[src/rtl/pred_pht_ctrl.sv]
// Arbitrates a single-port synchronous 2-bit-counter PHT between fetch predictions,
// queued execute-stage training (read-modify-write) and a post-reset init sweep.
module pred_pht_ctrl #(
  parameter int         INDEX_BITS = 7,
  parameter int         TQ_DEPTH   = 4,
  parameter logic [1:0] INIT_VAL   = 2'b01
) (
  input  logic                  clk_i,
  input  logic                  rst_i,
  input  logic                  pred_req_i,
  input  logic [INDEX_BITS-1:0] pred_idx_i,
  output logic                  pred_gnt_o,
  output logic                  pred_valid_o,
  output logic                  pred_taken_o,
  input  logic                  train_req_i,
  input  logic [INDEX_BITS-1:0] train_idx_i,
  input  logic                  train_taken_i,
  output logic                  train_rdy_o,
  output logic                  pht_en_o,
  output logic                  pht_we_o,
  output logic [INDEX_BITS-1:0] pht_addr_o,
  output logic [1:0]            pht_wdata_o,
  input  logic [1:0]            pht_rdata_i,
  output logic                  init_busy_o
);

  localparam int PTR_W = (TQ_DEPTH > 1) ? $clog2(TQ_DEPTH) : 1;
  localparam int CNT_W = $clog2(TQ_DEPTH + 1);

  typedef enum logic [1:0] {INIT, IDLE, TUPD} state_t;

  state_t                state, next_state;
  logic [INDEX_BITS-1:0] sweep;
  logic [INDEX_BITS-1:0] tq_idx   [TQ_DEPTH];
  logic                  tq_taken [TQ_DEPTH];
  logic [PTR_W-1:0]      wr_ptr, rd_ptr;
  logic [CNT_W-1:0]      count;
  logic                  full, empty, push, pop;
  logic                  pred_valid_q;
  logic [INDEX_BITS-1:0] head_idx;
  logic                  head_taken;
  logic [1:0]            upd_val;

  assign full       = (count == CNT_W'(TQ_DEPTH));
  assign empty      = (count == '0);
  assign head_idx   = tq_idx[rd_ptr];
  assign head_taken = tq_taken[rd_ptr];

  // Gated by rst_i so reset forces these combinational outputs immediately.
  assign train_rdy_o  = !rst_i && (state != INIT) && !full;
  assign init_busy_o  = rst_i || (state == INIT);
  assign push         = train_req_i && train_rdy_o;
  assign pred_valid_o = pred_valid_q;
  assign pred_taken_o = pred_valid_q & pht_rdata_i[1];

  always_comb begin
    if (head_taken) upd_val = (pht_rdata_i == 2'b11) ? 2'b11 : pht_rdata_i + 2'd1;
    else            upd_val = (pht_rdata_i == 2'b00) ? 2'b00 : pht_rdata_i - 2'd1;
  end

  // NOTE: every output gets a default before the case so no path infers a latch.
  always_comb begin
    next_state  = state;
    pht_en_o    = 1'b0;
    pht_we_o    = 1'b0;
    pht_addr_o  = '0;
    pht_wdata_o = '0;
    pred_gnt_o  = 1'b0;
    pop         = 1'b0;
    if (!rst_i) begin
      case (state)
        INIT: begin
          pht_en_o    = 1'b1;
          pht_we_o    = 1'b1;
          pht_addr_o  = sweep;
          pht_wdata_o = INIT_VAL;
          if (sweep == {INDEX_BITS{1'b1}}) next_state = IDLE;
        end
        IDLE: begin
          // A full queue outranks prediction so training can never starve.
          if (full || (!pred_req_i && !empty)) begin
            pht_en_o   = 1'b1;
            pht_addr_o = head_idx;
            next_state = TUPD;
          end else if (pred_req_i) begin
            pred_gnt_o = 1'b1;
            pht_en_o   = 1'b1;
            pht_addr_o = pred_idx_i;
          end
        end
        TUPD: begin
          pht_en_o    = 1'b1;
          pht_we_o    = 1'b1;
          pht_addr_o  = head_idx;
          pht_wdata_o = upd_val;
          pop         = 1'b1;
          next_state  = IDLE;
        end
        default: next_state = INIT;
      endcase
    end
  end

  // NOTE: state registers use non-blocking assignments so all flops update together.
  always_ff @(posedge clk_i or posedge rst_i) begin
    if (rst_i) begin
      state        <= INIT;
      sweep        <= '0;
      wr_ptr       <= '0;
      rd_ptr       <= '0;
      count        <= '0;
      pred_valid_q <= 1'b0;
    end else begin
      state        <= next_state;
      pred_valid_q <= pred_gnt_o;
      if (state == INIT) sweep <= sweep + 1'b1;
      if (push) wr_ptr <= (wr_ptr == PTR_W'(TQ_DEPTH - 1)) ? '0 : wr_ptr + 1'b1;
      if (pop)  rd_ptr <= (rd_ptr == PTR_W'(TQ_DEPTH - 1)) ? '0 : rd_ptr + 1'b1;
      case ({push, pop})
        2'b10:   count <= count + 1'b1;
        2'b01:   count <= count - 1'b1;
        default: ;
      endcase
    end
  end

  // NOTE: queue storage has no reset; only the pointers and count define valid entries.
  always_ff @(posedge clk_i) begin
    if (push) begin
      tq_idx[wr_ptr]   <= train_idx_i;
      tq_taken[wr_ptr] <= train_taken_i;
    end
  end

endmodule
[config.mk]
export PLATFORM = sky130hd
export DESIGN_NAME = pred_pht_ctrl
export DESIGN_NICKNAME = d
export VERILOG_FILES = /design/src/rtl/pred_pht_ctrl.sv
export SDC_FILE = /design/constraint.sdc
export NUM_CORES = 1
export LEC_CHECK = 0
export BUFFER_PORTS_ARGS = -buffer_cell sky130_fd_sc_hd__buf_4
export CAP_MARGIN = 30
export CELL_PAD_IN_SITES_DETAIL_PLACEMENT = 1
export CELL_PAD_IN_SITES_GLOBAL_PLACEMENT = 2
export CORE_ASPECT_RATIO = 1.4
export CORE_MARGIN = 4
export CORE_UTILIZATION = 42
export DETAILED_ROUTE_END_ITERATION = 8
export MAX_ROUTING_LAYER = met4
export PLACE_DENSITY = 0.92
export SLEW_MARGIN = 20
export SYNTH_ARGS = -nofsm -noshare
export SYNTH_HDL_FRONTEND = slang
export SYNTH_SLANG_ARGS = --single-unit
[constraint.sdc]
create_clock -name clk_i -period 4 [get_ports clk_i]
set_input_delay 0.4 -clock clk_i [delete_from_list [all_inputs] [get_ports clk_i]]
set_output_delay 0.4 -clock clk_i [all_outputs]
set_load 0.03 [all_outputs]
==> impl_metrics.yaml, run 1 <==
run_status:
  status: "finished, final reports clean"
global_routing:
  grt_max_degree: 21
  met3_usage_pct: 3.797
  top_usage_layer: "met2"
  grt_pass1_wl_mm: 8.259
  grt_pass1_vias: 1591
  overflow: 0
  grtUsageMet2_pct: 29.18
  antenna_found_initial: 0
  track_usage_pct: 16.71
  grtUsageMet1_pct: 19.40
worst_setup_path:
  worst-path-max-fanout: 11
  slowest_stage: "dfrtp_1"
  worstPathRequired_ps: 3600
  max_stage_delay_ps: 670
  crit_path_cell_trace: "mux4_2 > maj3_2 > o21a_1 > buf_4"
  cp_top_family: "flip-flops"
  critPathKind: "reg -> out"
  worst_ep_arrival_time_ps: 2240
  critical_path_buf_inv_count: 1
  worst_setup_path_end_kind: "primary output"
  cp-start-kind: "register"
logic_synthesis:
  synth_area_mm2: 0.002272
  syn_inst: 156
  syn_avg_cell_area_um2: 14.57
  yosysSeqAreaShare_pct: 61.01
  yosysUniqueCellTypes: 35
  synth_nets: 185
  synth-seq-cells: 49
  yosys_warnings: 0
sta:
  slew_violations: 0
  finalCritPeriodShare_pct: 65.90
  setup_tns_ps: 0
  rsz0062_at_grt: "false"
  period_needed_ps: 2636
  clock_skew_ps: 12.75
  hold_viol: 0
  fmax_ghz: 0.3794
  setup_viol: 0
  worst_pin_slew_ps: 628.5
  maxSlewHeadroom_pct: 58.02
clock_tree:
  clock_sinks: 49
  numCtsBuffers: 5
  htree_levels: 2
  cts-root-buf: "clkbuf_8"
  clock_latency_ps: 310
  cts_tree: "done"
  cts_resized: 0
  post-cts-setup-buffers: 0
  clock_path_buffers: 2
  cts_hold_buf: 0
  clk_pin_slew_worst_paths_ps: 100
drt:
  routedWlPerCell_um: 18.56
  routed_wirelength_mm: 4.900
  vias: 1480
  drc: 0
  avgViaCountPerCell: 5.606
  ant_nets: 0
  drt_iter0_drc: 85
  drt_first_pass_iters: 7
floorplanning:
  die_x_um: 70.17
  initial_utilization_pct: 43.72
  num_rows: 31
  ios: 37
  die-area_mm2: 0.006668
  core_area_mm2: 0.005197
  die_y_um: 95.03
finish:
  final_cell_mix: "buf_4, edfxtp_1, dfrtp_1"
  nNetsFinal: 226
  drive_gt1_share_pct: 27.78
  final_cell_area_mm2: 0.002710
  antenna_cells: 0
  syn2layout_area_growth_pct: 19.27
  final_common_cell: "buf_4"
power_and_ir_drop:
  p_per_area_mw_per_mm2: 660.9
  total_power_mw: 1.791
  leakagePower_nw: 1.108
  ir_drop_mv: 0.2936
job:
  cap_viol_max_count: 0
place:
  portBuffers: 36
  dp.final_hpwl_mm: 3.831
  routabilityCongestion: 0.7852
  placed_area_mm2: 0.002616
hold_path:
  hold_path.class: "in -> async"
sequential cells by signal, indices dropped and copies added, names as in the netlist:
register and cells:
tq_taken 4, wr_ptr 2, tq_idx 28, state 2, sweep 7, pred_valid_o 1
rd_ptr 2, count 3
through the flow:
step                utilization, %  hold slack (ps)  instances  setup slack (ps)
detailed placement           50.34            492.2        256              1665
global placement             50.34            480.5        256              1740
global route                 52.14            166.7        264              1208
finish                       52.14            143.7        264              1364
CTS                          52.14            151.4        264              1343
floorplan                        -            345.2        156              1659
power breakdown:
part,switching [mW],leakage [nW],internal [mW]
logic,0.377,0.565,0.339
registers,0.139,0.498,0.632
clock network,0.178,0.0452,0.128
total,0.693,1.11,1.10
metal layers:
metal,share of wire [%],up-vias
met3,3.6,9
met4,1.3,0
met2,54,40
met1,41,753
met5,0,-
li1,-,678
kinds of logic after synthesis:
| family | synth area share [%] |
|---|---|
| flip-flops | 61.01 |
| AND/OR/NAND/NOR | 8.480 |
| AO/OA/AOI/OAI | 8.425 |
| buffers and inverters | 2.863 |
| multiplexers | 10.52 |
| XOR/XNOR | 3.469 |
| adder cells (fa/ha/maj) | 5.231 |
cell usage after synthesis (all sizes together):
master,number,share of area (%)
o31ai,2,0.88
nand2b,2,0.55
nand3,2,0.44
edfxtp,32,42
maj3,1,0.50
inv,11,1.8
o21a,2,0.66
nor3,2,0.44
dfrtp,17,19
fa,1,0.88
and3,5,1.4
a21oi,1,0.22
o21ai,5,1.1
a31oi,1,0.28
xnor2,5,1.9
mux2i,1,0.44
ha,7,3.9
a211oi,2,1.1
buf,2,0.72
xor2,4,1.5
or2,1,0.28
mux2,2,0.99
nand4,4,1.1
nor2,13,2.1
a21o,2,0.72
mux4,8,9.1
and2,3,0.83
nand2,8,1.3
a222oi,7,3.1
a22o,1,0.39
clkbuf,2,0.33
final cells by class:
class / instances / area [um^2]
Multi-Input combinational cell: 92 / 820.8
Tap cell: 66 / 82.58
Timing Repair Buffer: 38 / 285.3
Inverter: 11 / 41.29
Fill cell: 532 / 2487
Clock buffer: 5 / 68.82
Sequential cell: 49 / 1386
Clock inverter: 3 / 25.02
tightest hold or removal path: stages:
cell	delay, ps
buf_4	140
inv_1	50
buf_4	260
worst paths after layout:
path | slack [ps] | cells past startpoint | to | from
setup / recovery | 1360 | 4 | pht_wdata_o[0] | rd_ptr[0]$_DFFE_PP0P_
hold / removal | 140 | 3 | count[0]$_DFFE_PP0P_ | rst_i
setup reg to reg | 1650 | 10 | count[2]$_DFFE_PP0P_ | state[1]$_DFFE_PP0P_
hold reg to reg | 500 | 1 | sweep[6]$_DFFE_PP0P_ | sweep[6]$_DFFE_PP0P_
max in group asynchronous | 3640 | 3 | sweep[3]$_DFFE_PP0P_ | rst_i
min in group clk_i | 280 | 1 | tq_idx[1][0]$_DFFE_PP_ | train_idx_i[0]
Note: power is estimated with default switching activity, not from simulation.
==> run 2, diff against run 1 <==
--- a/config.mk
+++ b/config.mk
@@ -11,10 +11,10 @@
 export CELL_PAD_IN_SITES_GLOBAL_PLACEMENT = 2
 export CORE_ASPECT_RATIO = 1.4
 export CORE_MARGIN = 4
-export CORE_UTILIZATION = 42
+export CORE_UTILIZATION = 39
 export DETAILED_ROUTE_END_ITERATION = 8
 export MAX_ROUTING_LAYER = met4
-export PLACE_DENSITY = 0.92
+export PLACE_DENSITY = 0.87
 export SLEW_MARGIN = 20
 export SYNTH_ARGS = -nofsm -noshare
 export SYNTH_HDL_FRONTEND = slang
==> constraint.sdc (replaced) <==
create_clock -name clk_i -period 2.7 [get_ports clk_i]
set_input_delay 0.27 -clock clk_i [delete_from_list [all_inputs] [get_ports clk_i]]
set_output_delay 0.27 -clock clk_i [all_outputs]
set_load 0.03 [all_outputs]
==> run 2 against run 1 <==
  * Final cell count is 1.5% higher
  * Combinational power grew 48%
  * Critical path type unchanged
  * Sequential power is 48% higher
  * Worst setup slack worse by 1200 ps
==> impl_metrics.yaml, run 2 (synthesis gave the netlist of run 1 again) <==
run_status:
  status: "finished, final reports clean"
worst_setup_path:
  max_stage_delay_ps: 680
  critPathKind: "reg -> out"
  crit_path_cell_trace: "mux4_2 > maj3_2 > o21a_1 > buf_4"
  cp_top_family: "flip-flops"
  critical_path_buf_inv_count: 1
  worst-path-max-fanout: 11
  cp-start-kind: "register"
  slowest_stage: "dfrtp_1"
  worstPathRequired_ps: 2430
  worst_setup_path_end_kind: "primary output"
  worst_ep_arrival_time_ps: 2240
sta:
  setup_slack_ps: 185.3
  maxSlewHeadroom_pct: 58.61
  period_needed_ps: 2515
  hold_viol: 0
  slew_violations: 0
  clock_skew_ps: 5.176
  finalCritPeriodShare_pct: 93.14
  rsz0062_at_grt: "false"
  fmax_ghz: 0.3977
  worst_pin_slew_ps: 619.7
  setup_viol: 0
  setup_tns_ps: 0
clock_tree:
  clk_pin_slew_worst_paths_ps: 90
  post-cts-setup-buffers: 0
  numCtsBuffers: 5
  clock_latency_ps: 290
  clock_path_buffers: 2
  clock_sinks: 49
  htree_levels: 2
  cts-root-buf: "clkbuf_8"
  cts_tree: "done"
drt:
  routed_wirelength_mm: 4.716
  avgViaCountPerCell: 5.351
  drt_iter0_drc: 120
  vias: 1434
  drt_first_pass_iters: 7
  routedWlPerCell_um: 17.60
  drc: 0
  ant_nets: 0
finish:
  syn2layout_area_growth_pct: 20.98
  antenna_cells: 0
  reg_top3: "tq_idx (28), sweep (7), tq_taken (4)"
  multi_input_area_um2: 820.8
  n_fill_cell: 571
  nNetsFinal: 228
  largest_reg_flops: 28
  drive_gt1_share_pct: 28.00
  final_cell_area_mm2: 0.002749
  final_util_pct: 49.39
  final_common_cell: "buf_4"
  largest-register: "tq_idx"
  ff_latch_area_mm2: 0.001386
  final_cell_mix: "buf_4, edfxtp_1, dfrtp_1"
global_routing:
  grt_max_degree: 17
  track_usage_pct: 14.30
  grt_pass1_wl_mm: 7.707
  antenna_found_initial: 0
  overflow: 0
  grt_pass1_vias: 1563
power_and_ir_drop:
  leakagePower_nw: 1.131
  p_sw_mw: 0.9997
  power_frac_comb_pct: 39.1
  p_int_mw: 1.720
  clockPowerShare_pct: 19.1
  swShare_pct: 36.75
  ir_drop_mv: 0.4066
  power_frac_seq_pct: 41.8
  total_power_mw: 2.720
  p_per_area_mw_per_mm2: 989.5
hold_path:
  hold_path.class: "in -> reg"
place:
  routabilityCongestion: 0.7600
  dp.final_hpwl_mm: 3.747
  portBuffers: 36
  place_ws_ps: 501.4
  placed_area_mm2: 0.002626
job:
  cap_viol_max_count: 0
floorplanning:
  initial_utilization_pct: 40.83
  die_x_um: 72.51
  core_area_mm2: 0.005565
  ios: 37
  die_y_um: 98.32
  num_rows: 32
  die-area_mm2: 0.007129
## run 2: cell count changes in the layout (fill, tap and decap cells not counted), sizes merged
cell and delta:
bufinv +1, buf +1, clkinvlp -1, dlygate4sd3 +1, inv -1, clkinv +1
## run 2: layer usage
| layer | part of all wire, % | wire length [um] | track usage (%) | vias to the layer above |
|---|---|---|---|---|
| met5 | 0 | 0 | - | - |
| met4 | 0.85 | 40 | 2.699 | 0 |
| met3 | 3.9 | 183 | 3.296 | 4 |
| met2 | 55 | 2573 | 25.89 | 24 |
| met1 | 41 | 1920 | 15.85 | 723 |
| li1 | - | - | - | 683 |
## run 2: worst register-to-register path: cells and delay by family (launching register included)
family                     cells  cell delay [ps]
adders and majority gates      2              550
xor gates and xnor gates       2              360
and+or+nand+nor                3              560
buffers and inverters          2              170
DFF                            1              460
## run 2: power by group through the flow
| stage | clock network [mW] | logic (mW) | registers (mW) |
|---|---|---|---|
| 3_3_place_gp | 0 | 1.03 | 1.14 |
| 2_1_floorplan | 0 | 0.835 | 1.06 |
| 4_1_cts | 0.532 | 1.08 | 1.14 |
| 3_5_place_dp | 0 | 1.07 | 1.15 |
| 6_report | 0.519 | 1.06 | 1.14 |
| 5_1_grt | 0.569 | 1.16 | 1.16 |
## run 2: final cells by class
| type | count | area share, % |
|---|---|---|
| clock buffer | 5 | 2.503 |
| clock inverter | 3 | 1.593 |
| inverter | 11 | 1.502 |
| multi-input combinational | 92 | 29.86 |
| sequential | 49 | 50.43 |
| tap | 68 | 3.095 |
| timing repair buffer | 40 | 11.01 |
## run 2: repair_timing
action,CTS,global route
hold buffers,1,0
endpoints found under the hold margin,6,0
setup endpoints to repair,0,0
gates resized for setup,0,0
## run 2: metrics by stage
stage | hold slack, ps | cells
global placement | 275.0 | 259
CTS | 160.8 | 268
finish | 169.4 | 268
global route | 147.2 | 268
floorplan | 215.2 | 156
detailed placement | 287.4 | 259
## run 2: worst paths after layout
path                                       start                      to  slack [ps]  depth (start not counted)
max                        rd_ptr[0]$_DFFE_PP0P_          pht_wdata_o[0]         190                          4
max reg2reg                 state[0]$_DFFE_PP0P_    count[2]$_DFFE_PP0P_         520                          9
max in group asynchronous                  rst_i    sweep[6]$_DFFE_PP0P_        1680                          4
min                               train_idx_i[1]  tq_idx[3][1]$_DFFE_PP_         170                          1
min in group asynchronous                  rst_i  pred_valid_o$_DFF_PP0_         540                          3
min reg2reg                 sweep[6]$_DFFE_PP0P_    sweep[6]$_DFFE_PP0P_         500                          1
==> run 3, diff against run 2 <==
--- a/config.mk
+++ b/config.mk
@@ -10,11 +10,11 @@
 export CELL_PAD_IN_SITES_DETAIL_PLACEMENT = 1
 export CELL_PAD_IN_SITES_GLOBAL_PLACEMENT = 2
 export CORE_ASPECT_RATIO = 1.4
-export CORE_MARGIN = 4
-export CORE_UTILIZATION = 39
+export CORE_UTILIZATION = 41
+export CTS_BUF_LIST = sky130_fd_sc_hd__clkbuf_4 sky130_fd_sc_hd__clkbuf_8
 export DETAILED_ROUTE_END_ITERATION = 8
 export MAX_ROUTING_LAYER = met4
-export PLACE_DENSITY = 0.87
+export PLACE_DENSITY = 0.9
 export SLEW_MARGIN = 20
 export SYNTH_ARGS = -nofsm -noshare
 export SYNTH_HDL_FRONTEND = slang
==> run 3 against run 2 <==
  * Power down 3.0%
  * Sequential share of layout area grew 0.72 points
  * Routed wire length grew 1.5%
  * Combinational power about the same
  * Hold slack got worse by 120 ps
  * Non-clock buffer count down 1
  * Largest power group unchanged
==> impl_metrics.yaml, run 3 (synthesis gave the netlist of run 1 again) <==
finish:
  final_common_cell: "buf_4"
  syn2layout_area_growth_pct: 19.27
  drive_gt1_share_pct: 27.64
  n_fill_cell: 546
  largest_reg_flops: 28
  antenna_cells: 0
  nNetsFinal: 227
  final_cell_mix: "buf_4, edfxtp_1, dfrtp_1"
  reg_top3: "tq_idx (28), sweep (7), tq_taken (4)"
  largest-register: "tq_idx"
clock_tree:
  clock_latency_ps: 300
  cts_hold_buf: 0
  htree_levels: 2
  clock_sinks: 49
  cts_tree: "done"
  clock_path_buffers: 2
  post-cts-setup-buffers: 0
  cts-root-buf: "clkbuf_8"
  numCtsBuffers: 5
  clk_pin_slew_worst_paths_ps: 90
  cts_resized: 0
floorplanning:
  initial_utilization_pct: 43.39
  ios: 37
  die_x_um: 64.92
  core_area_mm2: 0.005236
  num_rows: 31
  die_y_um: 90.08
  die-area_mm2: 0.005848
sta:
  whs_ps: 45.95
  rsz0062_at_grt: "false"
  worst_pin_slew_ps: 625.1
  hold_viol: 0
  fmax_ghz: 0.4040
  finalCritPeriodShare_pct: 91.67
  setup_viol: 0
  maxSlewHeadroom_pct: 58.08
  setup_tns_ps: 0
  clock_skew_ps: 8.735
  period_needed_ps: 2475
  setup_slack_ps: 224.9
  slew_violations: 0
drt:
  avgViaCountPerCell: 5.536
  routedWlPerCell_um: 18.06
  drt_first_pass_iters: 5
  vias: 1467
  ant_nets: 0
  drt_iter0_drc: 111
  drc: 0
  routed_wirelength_mm: 4.785
global_routing:
  track_usage_pct: 18.25
  grt_max_degree: 20
  antenna_found_initial: 0
  grt_pass1_wl_mm: 7.872
  overflow: 0
  grt_pass1_vias: 1586
worst_setup_path:
  worst_setup_path_end_kind: "primary output"
  crit_path_cell_trace: "mux4_2 > maj3_2 > o21a_1 > buf_4"
  critical_path_buf_inv_count: 1
  max_stage_delay_ps: 650
  cp-start-kind: "register"
  worstPathRequired_ps: 2430
  cp_top_family: "flip-flops"
  worst_ep_arrival_time_ps: 2210
  slowest_stage: "dfrtp_1"
  critPathKind: "reg -> out"
  worst-path-max-fanout: 11
run_status:
  status: "finished, final reports clean"
power_and_ir_drop:
  ir_drop_mv: 0.4173
  p_per_area_mw_per_mm2: 973.1
  total_power_mw: 2.637
  leakagePower_nw: 1.113
place:
  routabilityCongestion: 0.7560
  place_ws_ps: 530.5
  dp.final_hpwl_mm: 3.730
  portBuffers: 36
hold_path:
  hold_path.class: "in -> async"
job:
  cap_viol_max_count: 0
run 3: worst min-delay path, stage by stage:
cell	delay, ps
buf_4	130
inv_1	60
buf_4	260
run 3: layout make-up:
class                      instances  area, um^2  share of cell area, %
tap                               66       82.58                  3.047
clock buffer                       5       68.82                  2.539
inverter                          11       41.29                  1.524
timing repair buffer              39       292.8                  10.80
sequential                        49        1386                  51.15
clock inverter                     3       17.52                 0.6464
multi-input combinational         92       820.8                  30.29
run 3: path summary, 6_finish.rpt:
kind	from	endpoint	slack, ps	cells past startpoint
worst max register to register	count[0]$_DFFE_PP0P_	count[2]$_DFFE_PP0P_	520	10
worst min-delay path	rst_i	sweep[6]$_DFFE_PP0P_	50	3
min in group clk_i	train_idx_i[0]	tq_idx[3][0]$_DFFE_PP_	170	1
worst min register to register	sweep[6]$_DFFE_PP0P_	sweep[6]$_DFFE_PP0P_	500	1
worst max-delay path	rd_ptr[0]$_DFFE_PP0P_	pht_wdata_o[0]	220	4
max in group asynchronous	rst_i	rd_ptr[0]$_DFFE_PP0P_	2450	3
run 3: routing by layer:
layer	track usage [%]	vias up	part of all wire, %
li1	-	676	-
met2	31.08	40	54
met5	-	-	0
met1	21.51	743	41
met3	3.173	8	3.8
met4	5.741	0	1.5
run 3: stage by stage:
stage,utilization (%),std cells,cell area (um^2)
floorplan,-,156,2272
global placement,50.11,257,2624
detailed placement,50.11,257,2624
CTS,51.76,265,2710
global route,51.76,265,2710
finish,51.76,265,2710
run 3: power by group:
group / leakage [nW] / internal [mW] / switching (mW) / total [mW]
combinational: 0.570 / 0.510 / 0.567 / 1.08
sequential: 0.498 / 0.936 / 0.205 / 1.14
clock: 0.0455 / 0.179 / 0.239 / 0.418
total: 1.11 / 1.63 / 1.01 / 2.64
